--- src/rtl/fetch_sequencer_if.sv ---
// Control bundle between the fetch sequencer and the Mini SRC datapath.
// The sequencer takes the master side and the datapath or bench takes the slave side.
interface fetch_sequencer_if #(
  parameter int SEL_W = 5,
  parameter int CNT_W = 16
);
  logic             run;
  logic             hold;
  logic             abort;
  logic             incPC;
  logic             e_MAR;
  logic             ram_read;
  logic             MDR_read;
  logic             e_MDR;
  logic             e_IR;
  logic [SEL_W-1:0] BusDataSelect;
  logic             busy;
  logic             done;
  logic [CNT_W-1:0] fetch_count;

  modport master (
    input  run, hold, abort,
    output incPC, e_MAR, ram_read, MDR_read, e_MDR, e_IR,
           BusDataSelect, busy, done, fetch_count
  );

  modport slave (
    output run, hold, abort,
    input  incPC, e_MAR, ram_read, MDR_read, e_MDR, e_IR,
           BusDataSelect, busy, done, fetch_count
  );
endinterface

--- src/rtl/fetch_sequencer.sv ---
// Instruction-fetch control unit: runs T0 (PC->MAR), T1 (RAM read plus wait states) and
// T2 (MDR->IR). It supports back-to-back fetch, hold and abort.
module fetch_sequencer #(
  parameter int               SEL_W   = 5,
  parameter logic [SEL_W-1:0] SEL_PC  = 5'b10100,
  parameter logic [SEL_W-1:0] SEL_MDR = 5'b10101,
  parameter int               RAM_LAT = 1,
  parameter int               CNT_W   = 16
) (
  input  logic              clock,
  input  logic              clear,
  fetch_sequencer_if.master bus
);

  typedef enum logic [1:0] {S_IDLE, S_T0, S_T1, S_T2} state_e;

  localparam logic [3:0] LAT = 4'(RAM_LAT);

  state_e           state_q, state_d;
  logic [3:0]       wait_q, wait_d;
  logic [CNT_W-1:0] count_q, count_d;

  // Abort outranks hold. Hold also keeps IDLE from starting a fetch.
  always_comb begin
    state_d = state_q;
    wait_d  = wait_q;
    count_d = count_q;
    if (bus.abort) begin
      state_d = S_IDLE;
      wait_d  = 4'd0;
    end else if (!bus.hold) begin
      case (state_q)
        S_IDLE: if (bus.run) state_d = S_T0;
        S_T0: begin
          state_d = S_T1;
          wait_d  = LAT;
        end
        S_T1: begin
          if (wait_q == 4'd0) state_d = S_T2;
          else                wait_d  = wait_q - 4'd1;
        end
        S_T2: begin
          count_d = count_q + 1'b1;
          state_d = bus.run ? S_T0 : S_IDLE;
        end
        default: state_d = S_IDLE;
      endcase
    end
  end

  always_ff @(posedge clock) begin
    if (clear) begin
      state_q <= S_IDLE;
      wait_q  <= 4'd0;
      count_q <= '0;
    end else begin
      state_q <= state_d;
      wait_q  <= wait_d;
      count_q <= count_d;
    end
  end

  // Hold gates only the load and increment strobes. The read path and bus select stay up.
  logic in_t0, in_t1, in_t2;
  assign in_t0 = (state_q == S_T0);
  assign in_t1 = (state_q == S_T1);
  assign in_t2 = (state_q == S_T2);

  assign bus.incPC         = in_t0 & ~bus.hold;
  assign bus.e_MAR         = in_t0 & ~bus.hold;
  assign bus.ram_read      = in_t1;
  assign bus.MDR_read      = in_t1;
  assign bus.e_MDR         = in_t1 & (wait_q == 4'd0) & ~bus.hold;
  assign bus.e_IR          = in_t2 & ~bus.hold;
  assign bus.done          = in_t2 & ~bus.hold;
  assign bus.busy          = (state_q != S_IDLE);
  assign bus.fetch_count   = count_q;
  assign bus.BusDataSelect = in_t0 ? SEL_PC : (in_t2 ? SEL_MDR : '0);

endmodule

--- src/flat_wrapper.sv ---
// flat-port wrapper written by rule: the top's interface ports become plain ports
module fetch_sequencer_flat 
#(
  parameter int               SEL_W   = 5,
  parameter logic [SEL_W-1:0] SEL_PC  = 5'b10100,
  parameter logic [SEL_W-1:0] SEL_MDR = 5'b10101,
  parameter int               RAM_LAT = 1,
  parameter int               CNT_W   = 16
)
  (clock, clear, bus_run, bus_hold, bus_abort, bus_incPC, bus_e_MAR, bus_ram_read, bus_MDR_read, bus_e_MDR, bus_e_IR, bus_BusDataSelect, bus_busy, bus_done, bus_fetch_count);
  fetch_sequencer_if #(.SEL_W(SEL_W), .CNT_W(CNT_W)) bus_i ();
  input  logic clock;
  input  logic clear;
  input wire logic [$bits(bus_i.run)-1:0] bus_run;
  input wire logic [$bits(bus_i.hold)-1:0] bus_hold;
  input wire logic [$bits(bus_i.abort)-1:0] bus_abort;
  output wire logic [$bits(bus_i.incPC)-1:0] bus_incPC;
  output wire logic [$bits(bus_i.e_MAR)-1:0] bus_e_MAR;
  output wire logic [$bits(bus_i.ram_read)-1:0] bus_ram_read;
  output wire logic [$bits(bus_i.MDR_read)-1:0] bus_MDR_read;
  output wire logic [$bits(bus_i.e_MDR)-1:0] bus_e_MDR;
  output wire logic [$bits(bus_i.e_IR)-1:0] bus_e_IR;
  output wire logic [$bits(bus_i.BusDataSelect)-1:0] bus_BusDataSelect;
  output wire logic [$bits(bus_i.busy)-1:0] bus_busy;
  output wire logic [$bits(bus_i.done)-1:0] bus_done;
  output wire logic [$bits(bus_i.fetch_count)-1:0] bus_fetch_count;
  assign bus_i.run = bus_run;
  assign bus_i.hold = bus_hold;
  assign bus_i.abort = bus_abort;
  assign bus_incPC = bus_i.incPC;
  assign bus_e_MAR = bus_i.e_MAR;
  assign bus_ram_read = bus_i.ram_read;
  assign bus_MDR_read = bus_i.MDR_read;
  assign bus_e_MDR = bus_i.e_MDR;
  assign bus_e_IR = bus_i.e_IR;
  assign bus_BusDataSelect = bus_i.BusDataSelect;
  assign bus_busy = bus_i.busy;
  assign bus_done = bus_i.done;
  assign bus_fetch_count = bus_i.fetch_count;
  fetch_sequencer #(.SEL_W(SEL_W), .SEL_PC(SEL_PC), .SEL_MDR(SEL_MDR), .RAM_LAT(RAM_LAT), .CNT_W(CNT_W)) u_core (.clock(clock), .clear(clear), .bus(bus_i));
endmodule
--- config.mk ---
export PLATFORM = sky130hd
export DESIGN_NAME = fetch_sequencer_flat
export DESIGN_NICKNAME = d
export VERILOG_FILES = /design/src/rtl/fetch_sequencer_if.sv /design/src/rtl/fetch_sequencer.sv /design/src/flat_wrapper.sv
export SDC_FILE = /design/constraint.sdc
export NUM_CORES = 1
export LEC_CHECK = 0
export BUFFER_PORTS_ARGS = -buffer_cell sky130_fd_sc_hd__clkbuf_2
export CAP_MARGIN = 20
export CORE_MARGIN = 4
export CORE_UTILIZATION = 49
export CTS_BUF_LIST = sky130_fd_sc_hd__clkbuf_4
export CTS_CLUSTER_SIZE = 12
export DETAILED_ROUTE_END_ITERATION = 8
export PLACE_DENSITY = 0.82
export SKIP_LAST_GASP = 1
export SLEW_MARGIN = 20
export SYNTH_ARGS = -nofsm -noshare
export SYNTH_HDL_FRONTEND = slang
export SYNTH_SLANG_ARGS = --single-unit
--- constraint.sdc ---
create_clock -name clock -period 1.8 [get_ports clock]
set_input_delay 0.18 -clock clock [delete_from_list [all_inputs] [get_ports clock]]
set_output_delay 0.18 -clock clock [all_outputs]
set_load 0.01 [all_outputs]
After elaboration in Yosys (flattened, before gate mapping)
Index checks and enable logic that the tools add are counted.
{"block": "totals", "regBits": 22, "latchBits": 0, "mem_bits_rw": 0, "mem_bits_ro": 0, "inputBits": 5, "out_inout_bits": 29, "wordCells": 33, "n_memories": 0}
{"block": "op_classes", "n_addsub": 2, "mul": 0, "div": 0, "n_lt_le_gt_ge": 0, "n_eq_ne": 6, "shift": 0, "n_mux": 8, "bitwise": 6, "reduce_logical": 8}
{"op": "$add A16 B1 Y16 const B", "count": 1}
{"op": "$mux W5", "count": 2}
{"op": "$reduce_and A3 Y1", "count": 3}
{"op": "$pmux W2 S4", "count": 1}
{"op": "$pmux W4 S2", "count": 1}
{"op": "$ne A2 B2 Y1 const B", "count": 3}
{"op": "$and A1 B1 Y1", "count": 4}
{"op": "$eq A2 B2 Y1 const B", "count": 2}
{"op": "$logic_not A4 Y1", "count": 1}
{"op": "$mux W2", "count": 2}
{"op": "$mux W4", "count": 1}
{"op": "$reduce_bool A2 Y1", "count": 2}
{"op": "$sub A4 B1 Y4 const B", "count": 1}
{"op": "$eq A2 B1 Y1 const B", "count": 1}
{"op": "$logic_not A2 Y1", "count": 1}
{"op": "$not A1 Y1", "count": 2}
{"op": "$reduce_or A2 Y1", "count": 1}
{"op": "$mux W1", "count": 1}

Logic depth before layout (Yosys ltp)
Gate-level depths: netlist (run 1).
{"block": "logic_depth", "word_depth": 3, "ltp_mapped": 6, "depth_no_buf": 6}

Worst setup path after synthesis (run 1)
Ideal clock, no wire load.
{"block": "synth_path", "path_type": "register -> register", "from": "register u_core.state_q[1]", "to": "register u_core.count_q[15] (netlist: u_core.bus.fetch_count[15])", "setup_ps": 70, "arrival_time_ps": 1627, "required_time_ps": 1730, "slack_ps": 103, "path_stages_with_launch": 7, "path_buffers": 1, "period_less_slack_ps": 1697, "path_cell_list": "dfxtp_1 ha_1 nand4bb_1 buf_6 nor4_4 or3b_1 a21oi_1"}
{"block": "synth_via", "elab_chain_len": 2}
{"element": "from (decl)", "line_no": "fetch_sequencer.sv:19", "rtl": "state_e state_q, state_d;"}
{"element": "from (signal assigned)", "line_no": "fetch_sequencer.sv:57", "rtl": "state_q <= state_d;"}
{"element": "$eq A2 B2 Y1", "line_no": "fetch_sequencer.sv:32", "rtl": "case (state_q)"}
{"element": "$reduce_and A3 Y1 (no line)"}
{"element": "to (signal assigned)", "line_no": "fetch_sequencer.sv:59", "rtl": "count_q <= count_d;"}
{"element": "to (decl)", "line_no": "fetch_sequencer.sv:21", "rtl": "logic [CNT_W-1:0] count_q, count_d;"}
Every way passes these cells.
A chain may end at the register's enable or synchronous reset.

Final worst setup path (run 1)
{"block": "layout_path", "from": "register u_core.state_q[0]", "to": "register u_core.count_q[9] (netlist: u_core.bus.fetch_count[9])"}
Same word-level chain as after synthesis.

==> metrics.txt, run 1 <==
outcome=complete, no violations; Clock Pin Slew Worst Setup and Hold Paths=0.13 ns; H-tree Lvls=1; CTS Root Cell=clkbuf_4; Slew HR=66.12%; post-DR wirelength/cell=14.81 um; via count=1186; Crit path arrival time=2.04 ns; fraction of layout cells with a size suffix above 1=32.22%; number of nets in the layout=195; final period utilization=98.26%; syn avg cell area=8.905 um2; largest family of logic cells by synthesized area=simple AND/OR/NAND/NOR gates; largest net degree at the start of global routing=21; post-synthesis simple-gate area fraction=28.29%; slowest stage cell, crit path=or4_1; post-route DRC violation count=0; Site Rows=18; drt total wl=3110 um; CTS Buf Count=3; VDD IR max=0.3230 mV; area grow syn2layout=19.77%; fin util=61.86%; area share of the largest cell type after synthesis=34.11%; XOR/XNOR share of the synthesized area=8.140%; GP Congestion=0.8300; worst clock skew=0.006344 ns; ANT cells=0; gr ovfl total=0; Final ANT Viol Nets=0; DIE WIDTH=59.34 um; Leak=0.6615 nW; I/O Buffers=31; DP HPWL=2330 um; Async S/R FF share, synth=0%; DR vias/cell=5.648; CTS Hold Buffers Added=0; full die area=3521 um2; Starting Density=51.65%; mux share of post-synthesis cell area=2.422%; Die Ht=59.34 um; Iter 0 DRT Violations=35; vias in the first global route=1152; Seq/Total Area, Yosys=34.11%; area leader, netlist=dfxtp_1; Post-synth EDFFs=0; area share of fa/ha/maj cells after synthesis=8.721%; CTS tree=built; worst setup path category=flop to flop; Setup WS post-layout=0.03141 ns; FF+latch count, synth=22; setup_tns=0 ns; initial antenna violation count=0; Setup violations, final=0; worst skew pair latency=0.33 ns; filler cell count=198; cell count after synthesis=145; critical path launch point type=flop; synth top area cells=dfxtp_1 34%, ha_1 8.7%, nor2_1 4.9%, xnor2_1 4.1%, xor2_1 4.1%; delay-heaviest family, CP=simple AND/OR/NAND/NOR gates; yosys warns=0; Mapped Area=1291 um2; Yosys cell types=39; Global Route Usage Sum=19.20%; Pre-Repair DR Iteration Count=4; final hold vios=0; Clock Path Buffers=2; worst min-delay path class=input port to flop; CTS sink count=22; Least-Margin Pin Slew=0.5071 ns; f_max=0.5654 GHz; power per cell area=605.2 nW/um2; Ports=34; worst endpoint required time=2.07 ns; max-cap viol count=0; commonest cells after routing, fill and taps aside=30 x clkbuf_2, 18 x dfxtp_1, 17 x nor2_1, 9 x nand2_1, 9 x ha_1; Setup WS pre-CTS=0.02595 ns; Synth Area in Compound Gates=9.593%; worst-path fanout max=7; Worst path max stage delay=0.51 ns; Final Max Tran Viols=0; first-pass GRT wire length=5175 um; Most used DFF post-synth=dfxtp_1; most common cell after layout, fill and taps aside=clkbuf_2; RSZ-0062 raised after global routing=true; Core Footprint=2500 um2; Period minus WS final=1.769 ns; Critical Path Sink Type=flop; CP Cell Sequence=ha_1, nand4bb_1, buf_6, or4_1, a21oi_1; crit path buf inv count=1
==> cell families after synthesis <==
| kind of cell | after synthesis |
|---|---|
| AOI/OAI and AO/OA | 19 |
| xor gates and xnor gates | 12 |
| adders and majority gates | 9 |
| buffers and inverters | 17 |
| DFF | 22 |
| muxes | 3 |
| other | 1 |
| and+or+nand+nor | 62 |
==> per-layer routing <==
| layer | track usage [%] | up-vias | routed length (um) |
|---|---|---|---|
| li1 | - | 579 | - |
| met1 | 21.42 | 572 | 1267 |
| met2 | 33.70 | 28 | 1647 |
| met3 | 4.793 | 7 | 138 |
| met4 | 9.061 | 0 | 57 |
| met5 | 0 | - | 0 |
==> cell usage after synthesis (2+ instances only) <==
| cell | number |
|---|---|
| a21oi_1 | 7 |
| and2b_2 | 2 |
| and4_1 | 2 |
| buf_4 | 6 |
| buf_6 | 3 |
| dfxtp_1 | 22 |
| ha_1 | 9 |
| inv_1 | 7 |
| mux2i_1 | 2 |
| nand2_1 | 9 |
| nand3_1 | 7 |
| nand4_1 | 5 |
| nand4bb_1 | 2 |
| nor2_1 | 17 |
| nor3_1 | 5 |
| o21ai_0 | 4 |
| o31ai_1 | 2 |
| or3_1 | 2 |
| or4_1 | 2 |
| xnor2_1 | 6 |
| xor2_1 | 6 |
==> report_power, final <==
part           switching [mW]  leakage, nW  internal [mW]
combinational          0.0324        0.454         0.0221
clock                   0.165       0.0279          0.226
sequential            0.00284        0.180          0.488
total                   0.200        0.662          0.736
==> layout make-up <==
type | instances | area (um2) | share of cell area, %
Clock buffer | 3 | 22.52 | 1.456
Inverter | 7 | 26.28 | 1.699
Sequential cell | 22 | 447.9 | 28.96
Multi-Input combinational cell | 107 | 752.0 | 48.62
Clock inverter | 1 | 30.03 | 1.942
Tap cell | 30 | 37.54 | 2.427
Timing Repair Buffer | 40 | 230.2 | 14.89
==> worst paths after layout <==
check                                                              from                                 endpoint  slack (ns)  cells after the start
worst max-delay path                     u_core.state_q[0]$_SDFFE_PP0P_   u_core.bus.fetch_count[9]$_SDFFE_PP0P_        0.03                      5
worst min-delay path                                          bus_abort           u_core.state_q[0]$_SDFFE_PP0P_        0.11                      2
worst max register to register           u_core.state_q[0]$_SDFFE_PP0P_   u_core.bus.fetch_count[9]$_SDFFE_PP0P_        0.03                      5
worst min register to register  u_core.bus.fetch_count[15]$_SDFFE_PP0P_  u_core.bus.fetch_count[15]$_SDFFE_PP0P_        0.49                      2
==> through the flow <==
stage,hold slack [ns],power [mW],cell area (um2),cells
2_1_floorplan,0.2591,0.5452,1295,146
3_3_place_gp,0.4557,0.5516,1443,202
3_5_place_dp,0.4702,0.5545,1443,202
4_1_cts,0.1239,0.9390,1495,206
5_1_grt,0.1143,0.9660,1546,210
6_report,0.1144,0.9359,1546,210
==> registers in the layout (all words and copies together) (netlist names) <==
register and cells:
u_core.bus.fetch_count 16, u_core.wait_q 4, u_core.state_q 2
==> what timing repair did <==
action / 4_1_cts / 5_1_grt
setup buffers: 0 / 4
resized for setup: 0 / 10
endpoints found under the setup margin: 0 / 11
(Power assumes the default switching activity.)
==> run 2, diff against run 1 <==
Settings changed: CORE_UTILIZATION 49 to 54, PLACE_DENSITY 0.82 to 0.85.
Clock period 1.8 ns to 1.7 ns, I/O delays scaled along.
==> run 2 against run 1 <==
  * The run now ends with setup timing left
  * Worst hold slack improved by 0.058 ns
  * Cell count up 2.9%
  * Core utilization is 14 points higher
  * Combinational power up 46%
  * Total power increased by 7.4%
  * Via count rose by 7.5%
  * Clock power grew 3%
  * Routed wire length grew 18%
  * Sequential power is 6.1% higher
  * First-iteration DRC count increased by 54%
  * Cell area is 11% higher
  * Critical path depth is 1 higher
  * Largest cell class unchanged
==> metrics.txt, run 2 (synthesized netlist as in run 1, its figures left out) <==
gr ovfl total=0; Starting Density=57.27%; DR vias/cell=5.903; most common cell after layout, fill and taps aside=clkbuf_2; Non-Filler Instances=216; setup_tns=-0.03224 ns; GP Congestion=0.8106; delay-heaviest family, CP=compound AO/OA/AOI/OAI gates; Worst Hold Launch=bus_abort; post-DR wirelength/cell=17.04 um; DP HPWL=2379 um; Pre-Repair DR Iteration Count=4; worst-path fanout max=4; full die area=3238 um2; cell area after layout=1722 um2; Iter 0 DRT Violations=54; Pwr Total=1.005 mW; crit path buf inv count=1; Largest register FFs=16; outcome=finished with violations; Core Footprint=2255 um2; Hold Path Sink=u_core.state_q[0]$_SDFFE_PP0P_; Final Max Tran Viols=0; Die Ht=56.90 um; final hold vios=0; CTS Buf Count=3; hold depth=2; Clock Path Buffers=2; flop-to-flop setup slack=-0.03 ns; r2r startpoint=u_core.wait_q[0]$_SDFFE_PP0P_; depth of the worst register-to-register path=6; slowest stage cell, crit path=a2111oi_4; CTS Root Cell=clkbuf_4; Period minus WS final=1.732 ns; fraction of layout cells with a size suffix above 1=42.55%; worst clock skew=0.002088 ns; VDD IR max=0.4215 mV; filler cell count=164; worst skew pair latency=0.31 ns; CTS sink count=22; worst endpoint required time=1.91 ns; Clock Pin Slew Worst Setup and Hold Paths=0.12 ns; max-cap viol count=0; Reg-to-Reg End=u_core.state_q[0]$_SDFFE_PP0P_; final period utilization=101.9%; Ports=34; vias in the first global route=1236; Crit path arrival time=1.94 ns; Setup violations, final=1; area grow syn2layout=33.33%; commonest cells after routing, fill and taps aside=30 x clkbuf_2, 17 x dfxtp_1, 16 x nor2_1, 15 x buf_4, 9 x nand2_1; first-pass GRT wire length=5471 um; worst min-delay path class=input port to flop; power per cell area=583.8 nW/um2; f_max=0.5773 GHz; largest net degree at the start of global routing=21; H-tree Lvls=1; I/O Buffers=31; Leak=0.7165 nW; CTS tree=built; DIE WIDTH=56.90 um; worst setup path category=flop to flop; Worst path max stage delay=0.38 ns; cell total after placement=207; initial antenna violation count=0; drt total wl=3681 um; multi-input combinational cell area=868.3 um2; failing checks=setup timing; Register Area=446.7 um2; critical path launch point type=flop; ANT cells=0; Setup WS post-layout=-0.03224 ns; CP Cell Sequence=inv_1, ha_4, nor3b_4, o221a_4, o21ai_1, a2111oi_4; Critical Path Sink Type=flop; Global Route Usage Sum=20.92%; RSZ-0062 raised after global routing=true; number of nets in the layout=203; Final ANT Viol Nets=0; via count=1275; Site Rows=17; Placed Area=1493 um2; post-route DRC violation count=0
[run 2: cell count changes in the layout (fill, tap and decap cells not counted), sizes merged]
| cell | delta |
|---|---|
| buf | +8 |
[run 2: report_power, final]
part | internal [mW] | leakage (nW) | switching, mW
clock | 0.238 | 0.0279 | 0.166
sequential | 0.518 | 0.180 | 0.00355
combinational | 0.0340 | 0.509 | 0.0457
[run 2: cell type report]
class	count	area share, %
clock buffers	3	1.308
inverters	7	1.672
well taps	28	2.035
flip-flops and latches	22	25.94
repair buffers	48	16.86
multi-input cells	107	50.44
clock inverters	1	1.744
[run 2: through the flow]
step | setup slack (ns) | hold slack [ns] | util [%]
after floorplan | 0.003348 | 0.2491 | -
after global placement | 0.05402 | 0.4481 | 66.20
after detailed placement | -0.1489 | 0.4667 | 66.20
after CTS | -0.03395 | 0.1327 | 70.42
after global routing | -0.06445 | 0.1848 | 76.36
final | -0.03224 | 0.1729 | 76.36
[run 2: worst register-to-register path: stages, from the launching register on]
cell	delay [ns]
dfxtp_2	0.36
inv_1	0.13
ha_4	0.18
nor3b_4	0.23
o221a_4	0.22
o21ai_1	0.12
a2111oi_4	0.38
[run 2: per-layer routing]
layer	up-vias	GRT usage (%)	part of all wire, %
met1	603	21.97	36
li1	594	-	-
met2	68	41.44	55
met4	0	7.285	1.9
met3	10	2.759	7.3
met5	-	0	0
[run 2: timing repair]
action,4_1_cts,5_1_grt
resized for setup,7,24
endpoints found under the setup margin,5,12
pin swaps,1,2
hold buffers,0,0
buffers inserted,2,3
[run 2: worst max-delay path by stage]
stage | start | endpoint | depth (start not counted)
finish | u_core.wait_q[0]$_SDFFE_PP0P_ | u_core.state_q[0]$_SDFFE_PP0P_ | 6
floorplan | u_core.state_q[1]$_SDFFE_PP0P_ | u_core.bus.fetch_count[15]$_SDFFE_PP0P_ | 6
CTS | u_core.state_q[1]$_SDFFE_PP0P_ | u_core.state_q[0]$_SDFFE_PP0P_ | 7
global route | u_core.wait_q[0]$_SDFFE_PP0P_ | u_core.state_q[0]$_SDFFE_PP0P_ | 6
detailed placement | u_core.wait_q[0]$_SDFFE_PP0P_ | u_core.state_q[0]$_SDFFE_PP0P_ | 6
global placement | u_core.wait_q[0]$_SDFFE_PP0P_ | u_core.state_q[0]$_SDFFE_PP0P_ | 6
==> run 3, diff against run 2 <==
Settings changed: BUFFER_PORTS_ARGS -buffer_cell sky130_fd_sc_hd__clkbuf_2 to unset, CORE_UTILIZATION 54 to 60, DONT_BUFFER_PORTS set to 1, PLACE_DENSITY 0.85 to 0.8.
==> run 3 against run 2 <==
  * The run ends with hold timing left
  * Clock skew is 0.012 ns higher
  * Worst hold slack worse by 0.28 ns
  * Flip-flop and latch count is the same
  * First-iteration DRC count is 7.4% lower
  * Via count fell by 7.1%
  * Critical path type is now flop to output port
  * Largest power group unchanged
==> metrics.txt, run 3 (synthesized netlist as in run 1, its figures left out) <==
outcome=finished with violations; failing checks=hold timing; max-cap viol count=0; crit path buf inv count=2; Final ANT Viol Nets=0; largest net degree at the start of global routing=21; Largest register FFs=16; flop-to-flop setup slack=0.01 ns; worst setup path category=flop to output port; Crit path arrival time=1.52 ns; CP Cell Sequence=inv_1, ha_2, buf_6, nand4bb_4, nor2_4; RSZ-0062 raised after global routing=true; slowest stage cell, crit path=dfxtp_4; Hold Path Sink=u_core.bus.fetch_count[15]$_SDFFE_PP0P_; area grow syn2layout=20.64%; ANT cells=0; post-DR wirelength/cell=17.35 um; number of nets in the layout=182; post-route DRC violation count=0; filler cell count=139; Worst Hold Launch=clear; hold depth=1; Starting Density=64.50%; H-tree Lvls=1; CTS tree=built; I/O Buffers=0; Final Max Tran Viols=0; Site Rows=16; Leak=0.6055 nW; f_max=0.5928 GHz; worst skew pair latency=0.32 ns; power per cell area=522.5 nW/um2; full die area=2958 um2; gr ovfl total=0; via count=1184; worst min-delay path class=input port to flop; Reg-to-Reg End=u_core.state_q[0]$_SDFFE_PP0P_; delay-heaviest family, CP=flip-flops; worst clock skew=0.01375 ns; critical path launch point type=flop; cell area after layout=1558 um2; VDD IR max=0.6037 mV; CTS sink count=22; depth of the worst register-to-register path=6; final period utilization=99.22%; GP Congestion=0.7499; CTS Hold Buffers Added=1; DIE WIDTH=54.39 um; worst hold slack=-0.1049 ns; DR vias/cell=6.135; Setup violations, final=0; vias in the first global route=1126; Die Ht=54.39 um; Clock Pin Slew Worst Setup and Hold Paths=0.13 ns; final hold vios=18; Global Route Usage Sum=22.39%; fraction of layout cells with a size suffix above 1=30.72%; most common cell after layout, fill and taps aside=buf_4; Ports=34; Placed Area=1404 um2; CTS Buf Count=3; Worst path max stage delay=0.38 ns; CTS Root Cell=clkbuf_4; r2r startpoint=u_core.state_q[0]$_SDFFE_PP0P_; DP HPWL=2166 um; Core Footprint=2002 um2; commonest cells after routing, fill and taps aside=25 x buf_4, 19 x dfxtp_1, 16 x nor2_1, 8 x nand2_1, 7 x nand3_1; Iter 0 DRT Violations=50; Setup WS pre-CTS=-0.1046 ns; Pre-Repair DR Iteration Count=6; Clock Path Buffers=2; worst-path fanout max=6; Setup WS post-layout=0.01322 ns; drt total wl=3348 um; Period minus WS final=1.687 ns; worst endpoint required time=1.53 ns; initial antenna violation count=0; first-pass GRT wire length=4843 um; Critical Path Sink Type=output port
run 3: through the flow:
step                utilization (%)  power [mW]  instances  TNS (ns)
finish                        77.81      0.8139        193         0
floorplan                         -      0.5773        146         0
global placement              70.13      0.5662        184         0
CTS                           73.25      0.8024        190  -0.02688
detailed placement            70.13      0.5684        184   -0.2351
global route                  77.81      0.8461        193   -0.1513
run 3: final cells by class:
type / count / area [um2] / area share (%)
multi-input cells: 107 / 817.0 / 52.45
flip-flops and latches: 22 / 449.2 / 28.84
repair buffers: 27 / 209.0 / 13.41
well taps: 27 / 33.78 / 2.169
inverters: 7 / 26.28 / 1.687
clock buffers: 3 / 22.52 / 1.446
run 3: repair_timing:
| item | CTS | global route |
|---|---|---|
| resized for setup | 6 | 15 |
| buffers inserted | 2 | 3 |
| pin swaps | 2 | 3 |
| endpoints found under the setup margin | 6 | 4 |
| hold endpoints to repair | 18 | 18 |
run 3: how the worst max path moves through the flow:
stage | slack, ns | cells past startpoint | from | end
4_1_cts | -0.03 | 6 | u_core.wait_q[0]$_SDFFE_PP0P_ | u_core.state_q[0]$_SDFFE_PP0P_
3_3_place_gp | 0.01 | 6 | u_core.wait_q[0]$_SDFFE_PP0P_ | u_core.state_q[0]$_SDFFE_PP0P_
5_1_grt | -0.05 | 8 | u_core.wait_q[1]$_SDFFE_PP0P_ | u_core.wait_q[0]$_SDFFE_PP0P_
3_5_place_dp | -0.10 | 6 | u_core.wait_q[0]$_SDFFE_PP0P_ | u_core.state_q[0]$_SDFFE_PP0P_
2_1_floorplan | 0.003 | 6 | u_core.state_q[1]$_SDFFE_PP0P_ | u_core.bus.fetch_count[15]$_SDFFE_PP0P_
6_report | 0.01 | 5 | u_core.state_q[0]$_SDFFE_PP0P_ | bus_e_MDR
run 3: power by group:
group / total [mW] / internal [mW] / switching, mW / leakage (nW)
Clock: 0.244 / 0.0831 / 0.161 / 0.0138
Combinational: 0.0521 / 0.0263 / 0.0258 / 0.412
Sequential: 0.518 / 0.515 / 0.00260 / 0.179
run 3: metal layers:
| metal | vias up | wire length (um) | part of all wire [%] | track usage (%) |
|---|---|---|---|---|
| li1 | 548 | - | - | - |
| met1 | 571 | 1369 | 41 | 26.30 |
| met2 | 54 | 1640 | 49 | 36.65 |
| met3 | 11 | 249 | 7.4 | 7.629 |
| met4 | 0 | 87 | 2.6 | 9.959 |
| met5 | - | 0 | 0 | 0 |
run 3: worst register-to-register path, cell delays in order (launching register included):
cell and delay, ns:
dfxtp_4 0.38, inv_1 0.14, ha_2 0.22, inv_1 0.07
o221a_4 0.25, and4b_1 0.18, a2111oi_2 0.34
